[src/rtl/jtpopeye_prom_loader.sv]
// Colour-PROM writer for the Popeye colour mixer: decodes the ROM download stream into
// timed write strobes for PROMs 3a/4a/5a/5b. Define JTPOPEYE_PROM_CKSUM_EN to add a byte checksum.
module jtpopeye_prom_loader #(
  parameter logic [21:0] PROM_START = 22'h1_0000,
  parameter int unsigned WE_LEN     = 2
`ifdef JTPOPEYE_PROM_CKSUM_EN
  ,parameter logic [7:0] CKSUM_REF  = 8'h00
`endif
) (
  input  logic        clk,
  input  logic        rst,
  input  logic        downloading,
  input  logic [21:0] ioctl_addr,
  input  logic [7:0]  ioctl_data,
  input  logic        ioctl_wr,
  output logic [7:0]  prog_addr,
  output logic [7:0]  prom_din,
  output logic        prom_3a_we,
  output logic        prom_4a_we,
  output logic        prom_5a_we,
  output logic        prom_5b_we,
  output logic        prom_done,
  output logic        prom_err
`ifdef JTPOPEYE_PROM_CKSUM_EN
  ,output logic [7:0] prom_cksum
`endif
);

  localparam int unsigned  CNT_W      = 10;
  localparam logic [CNT_W-1:0] PROM_TOTAL = 10'd576;
  localparam logic [21:0]  REGION_LEN = 22'h240;

  typedef enum logic [1:0] {IDLE, WRITE, HOLD} state_t;

  state_t           state;
  logic [3:0]       we;
  logic [3:0]       we_cnt;
  logic [CNT_W-1:0] byte_cnt;
  logic             dl_q;
  logic             end_pend;
  logic             buf_full;
  logic [7:0]       buf_addr;
  logic [7:0]       buf_data;
  logic [1:0]       buf_tgt;

  logic [21:0] offset;
  logic        in_region;
  logic [1:0]  dec_tgt;
  logic [7:0]  dec_addr;
  logic        capture;
  logic        drain;
  logic        overrun;
  logic        ck_bad;

  // Region decode of the incoming download byte
  always_comb begin
    offset    = ioctl_addr - PROM_START;
    in_region = (ioctl_addr >= PROM_START) && (offset < REGION_LEN);
    dec_tgt   = 2'd0;
    dec_addr  = {3'b000, offset[4:0]};
    if (offset < 22'h20) begin
      dec_tgt = 2'd0;
    end else if (offset < 22'h40) begin
      dec_tgt = 2'd1;
    end else if (offset < 22'h140) begin
      dec_tgt  = 2'd2;
      dec_addr = 8'(offset - 22'h40);
    end else begin
      dec_tgt  = 2'd3;
      dec_addr = 8'(offset - 22'h140);
    end
  end

  assign capture = downloading && ioctl_wr && in_region;
  assign drain   = (state == IDLE) && buf_full;
  assign overrun = capture && buf_full && !drain;

`ifdef JTPOPEYE_PROM_CKSUM_EN
  assign ck_bad = (CKSUM_REF != 8'h00) && (prom_cksum != CKSUM_REF);
`else
  assign ck_bad = 1'b0;
`endif

  assign prom_3a_we = we[0];
  assign prom_4a_we = we[1];
  assign prom_5a_we = we[2];
  assign prom_5b_we = we[3];

  always_ff @(posedge clk) begin
    if (rst) begin
      state     <= IDLE;
      we        <= 4'd0;
      we_cnt    <= 4'd0;
      prog_addr <= 8'd0;
      prom_din  <= 8'd0;
      byte_cnt  <= '0;
      dl_q      <= 1'b0;
      end_pend  <= 1'b0;
      buf_full  <= 1'b0;
      buf_addr  <= 8'd0;
      buf_data  <= 8'd0;
      buf_tgt   <= 2'd0;
      prom_done <= 1'b0;
      prom_err  <= 1'b0;
`ifdef JTPOPEYE_PROM_CKSUM_EN
      prom_cksum <= 8'd0;
`endif
    end else begin
      dl_q <= downloading;

      case (state)
        IDLE: begin
          if (buf_full) begin
            prog_addr <= buf_addr;
            prom_din  <= buf_data;
            we        <= 4'b0001 << buf_tgt;
            we_cnt    <= 4'd0;
            state     <= WRITE;
          end
        end
        WRITE: begin
          if (we_cnt == 4'(WE_LEN - 1)) begin
            we    <= 4'd0;
            state <= HOLD;
            if (byte_cnt != PROM_TOTAL) byte_cnt <= byte_cnt + 10'd1;
`ifdef JTPOPEYE_PROM_CKSUM_EN
            prom_cksum <= prom_cksum + prom_din;
`endif
          end else begin
            we_cnt <= we_cnt + 4'd1;
          end
        end
        HOLD:    state <= IDLE;
        default: state <= IDLE;
      endcase

      // One-entry skid buffer; a drain frees the slot for a same-cycle capture
      if (capture && (!buf_full || drain)) begin
        buf_full <= 1'b1;
        buf_addr <= dec_addr;
        buf_data <= ioctl_data;
        buf_tgt  <= dec_tgt;
      end else if (drain) begin
        buf_full <= 1'b0;
      end

      // Download bracketing: start clears status, end waits for the pipe to empty
      if (downloading && !dl_q) begin
        byte_cnt  <= '0;
        prom_done <= 1'b0;
        prom_err  <= 1'b0;
        end_pend  <= 1'b0;
`ifdef JTPOPEYE_PROM_CKSUM_EN
        prom_cksum <= 8'd0;
`endif
      end else if (!downloading && dl_q) begin
        end_pend <= 1'b1;
      end else if (end_pend && (state == IDLE) && !buf_full) begin
        end_pend <= 1'b0;
        if (prom_err || (byte_cnt != PROM_TOTAL) || ck_bad) prom_err  <= 1'b1;
        else                                                 prom_done <= 1'b1;
      end

      if (overrun) prom_err <= 1'b1;
    end
  end

endmodule

[config.mk]
export PLATFORM = sky130hd
export DESIGN_NAME = jtpopeye_prom_loader
export DESIGN_NICKNAME = d
export VERILOG_FILES = /design/src/rtl/jtpopeye_prom_loader.sv
export SDC_FILE = /design/constraint.sdc
export NUM_CORES = 1
export LEC_CHECK = 0
export ABC_AREA = 1
export CAP_MARGIN = 20
export CORE_MARGIN = 2
export CORE_UTILIZATION = 45
export CTS_BUF_LIST = sky130_fd_sc_hd__clkbuf_4
export CTS_CLUSTER_DIAMETER = 50
export DETAILED_ROUTE_END_ITERATION = 6
export PLACE_DENSITY = 0.7
export SYNTH_ARGS = -nofsm -noshare
export SYNTH_HDL_FRONTEND = slang
export SYNTH_SLANG_ARGS = --single-unit
[constraint.sdc]
create_clock -name clk -period 2.2 [get_ports clk]
set_input_delay 0.44 -clock clk [delete_from_list [all_inputs] [get_ports clk]]
set_output_delay 0.44 -clock clk [all_outputs]
set_load 0.01 [all_outputs]
==> flow_summary.yaml <==
run_status:
  outcome: "finished clean"
pwr:
  leakage_uw: 0.00144
  pwr-share-comb_pct: 5.9
  ir_worst_vdd_mv: 0.314
  powerDensity_nw_per_um2: 558
  p_int_uw: 1480
  net-switching-power_uw: 437
  clockPowerShare_pct: 38.4
  p_seq_share_pct: 55.7
  swShare_pct: 22.7
run:
  cap_violations: 0
sta:
  fmax_mhz: 571
  rsz0062_at_grt: "false"
  setup_viol: 0
  setup_tns_ns: 0
  max_slew.worst_pin.slew_ns: 0.412
  period_share_pct: 79.7
  hold_violations: 0
  fin_crit_ns: 1.75
  slew_viol_final: 0
  skew_ns: 0.0156
  relSlewSlack_pct: 72.5
global_route:
  grt_pass1_wl_um: 9340
  grt_overflow_total: 0
  grt_antenna_before_repair: 0
  grt_pass1_vias: 2314
  grt_max_degree: 33
  grtUsageTotal_pct: 18.1
yosys:
  ys_ff_latch: 59
  ys_types: 29
  synth_area_um2: 2710
  synth_warnings: 0
  synthesis.nets: 429
  syn_avg_cell_area_um2: 6.94
  yosysSeqAreaShare_pct: 43.6
  postSynthCellCount: 390
placement:
  gp_congestion: 0.820
  portBuffers: 55
  hpwl_um: 4020
  place_area_um2: 3310
final_layout:
  area_growth_syn_to_layout_pct: 27.1
  nets: 487
  drive_gt1_share_pct: 7.95
  regArea_um2: 1180
  multi_input_area_um2: 1260
  finalInstanceArea_um2: 3440
  final.fill_count: 558
  antenna_cells: 0
min_path:
  hp-class: "reg2reg"
  holdPathStages: 2
cts:
  clkLatencyLatePin_ns: 0.39
  clkTransAtPathRegs_ns: 0.11
  cts-htree-levels: 3
  cts-hold-fix-buffers: 0
  cts_made_buffers: 9
  root_buffer: "clkbuf_4"
  cts_setup_buffers: 0
  ctsResizeCount: 0
  clkSinkCount: 59
  clockBufferDepth: 2
  cts_tree: "yes"
critical_path:
  cp_max_fo: 31
  endpoint_kind: "flip-flop"
  required_ns: 2.49
  critPathKind: "in2reg"
  r2r_cells: 8
  cp-start-kind: "input port"
  arrival_ns: 2.04
route:
  drt_pass1_iterations: 4
  drtIter0Drc: 103
  antenna_left: 0
  remaining_drc_errors: 0
  vias: 2516
  drt_wl_total_um: 5630
  routed_via_density: 4.77
  wl_per_cell_um: 10.7
die:
  die_x_um: 81.6
  core_area_um2: 5850
  boundaryPins: 56
  start_util_pct: 46.3
  fp.dieH_um: 81.6
  rows: 28
  fp.dieArea_um2: 6650
synth_stat cells, drive strengths merged:
master | n | area (um2)
a211oi | 2 | 15.0
a21boi | 1 | 7.51
a21oi | 38 | 190
a31oi | 1 | 6.26
buf | 9 | 60.1
clkbuf | 3 | 11.3
dfxtp | 59 | 1180
ha | 5 | 62.6
inv | 51 | 191
nand2 | 95 | 362
nand3 | 14 | 87.6
nand3b | 1 | 7.51
nand4 | 4 | 25.0
nor2 | 72 | 304
nor3 | 8 | 40.0
o21ai | 20 | 100
o22ai | 1 | 6.26
or2 | 1 | 6.26
xor2 | 5 | 43.8
kinds of logic after synthesis:
family                   share of synthesized area [%]
flip-flops                                        43.6
AO/OA/AOI/OAI                                     12.0
AND/OR/NAND/NOR                                   30.7
XOR/XNOR                                          1.62
adder cells (fa/ha/maj)                           2.31
buffers and inverters                             9.70
worst max-delay path: stages:
cell	delay [ns]
clkdlybuf4s50_1	0.41
inv_1	0.06
ha_1	0.17
inv_1	0.06
o21ai_1	0.11
nand2_1	0.07
nor2_2	0.14
nand3_4	0.29
nor2_1	0.20
nor2_1	0.07
flip-flops by register name, summed over array words and instances, names as in the netlist:
| signal | cells |
|---|---|
| buf_addr | 8 |
| buf_data | 8 |
| buf_full | 1 |
| buf_tgt | 2 |
| byte_cnt | 10 |
| dl_q | 1 |
| end_pend | 1 |
| prog_addr | 8 |
| prom_din | 8 |
| prom_done | 1 |
| prom_err | 1 |
| state | 2 |
| we | 4 |
| we_cnt | 4 |
area by class of cell:
type / instances / share of cell area [%]
Multi-Input combinational cell: 268 / 36.7
Sequential cell: 59 / 34.3
Timing Repair Buffer: 59 / 16.9
Inverter: 51 / 5.56
Tap cell: 75 / 2.73
Clock buffer: 10 / 2.18
Clock inverter: 6 / 1.64
layout by cell type, fill, tap and decap left out, types with 2 or more instances in the layout:
| master | instances |
|---|---|
| nor2_1 | 66 |
| clkinv_2 | 3 |
| nand2_2 | 2 |
| xor2_1 | 5 |
| buf_4 | 4 |
| dfxtp_1 | 59 |
| nor3_1 | 8 |
| inv_1 | 45 |
| clkdlybuf4s50_1 | 55 |
| ha_1 | 5 |
| o21ai_0 | 19 |
| nand3_1 | 12 |
| nor2_2 | 4 |
| nand2_1 | 93 |
| inv_2 | 6 |
| a211oi_1 | 2 |
| a21oi_1 | 38 |
| clkbuf_4 | 10 |
| nand4_1 | 4 |
final timing paths:
kind / start / to / slack (ns)
worst min-delay path: buf_data[4]$_SDFFE_PP0P_ / prom_din[4]$_SDFFE_PP0P_ / 0.45
worst max-delay path: ioctl_addr[6] / buf_addr[3]$_SDFFE_PP0P_ / 0.45
worst min register to register: buf_data[4]$_SDFFE_PP0P_ / prom_din[4]$_SDFFE_PP0P_ / 0.45
worst max register to register: byte_cnt[0]$_SDFFE_PP0P_ / byte_cnt[2]$_SDFFE_PP0P_ / 0.68
power by group through the flow:
stage	registers, uW	clock network [uW]	logic (uW)
6_report	1070	739	113
5_1_grt	1070	802	124
4_1_cts	1070	756	114
3_5_place_dp	1090	0	113
3_3_place_gp	1090	0	113
2_1_floorplan	1090	0	37.6
metrics by stage:
stage / instances / util (%) / hold WS [ns] / total power (uW) / setup WS (ns)
6_report: 528 / 58.8 / 0.445 / 1920 / 0.447
5_1_grt: 528 / 58.8 / 0.471 / 2000 / 0.235
4_1_cts: 528 / 58.8 / 0.456 / 1940 / 0.439
3_5_place_dp: 512 / 56.6 / 0.447 / 1210 / 0.0115
3_3_place_gp: 512 / 56.6 / 0.438 / 1210 / 0.0976
2_1_floorplan: 390 / - / 0.430 / 1130 / 0.698
per-layer routing:
layer	part of all wire (%)	GRT usage (%)
met5	0	0
met4	2.2	10.5
met3	4.2	3.85
met2	47	30.7
met1	46	21.1
Power figures use the tool's default switching activity.
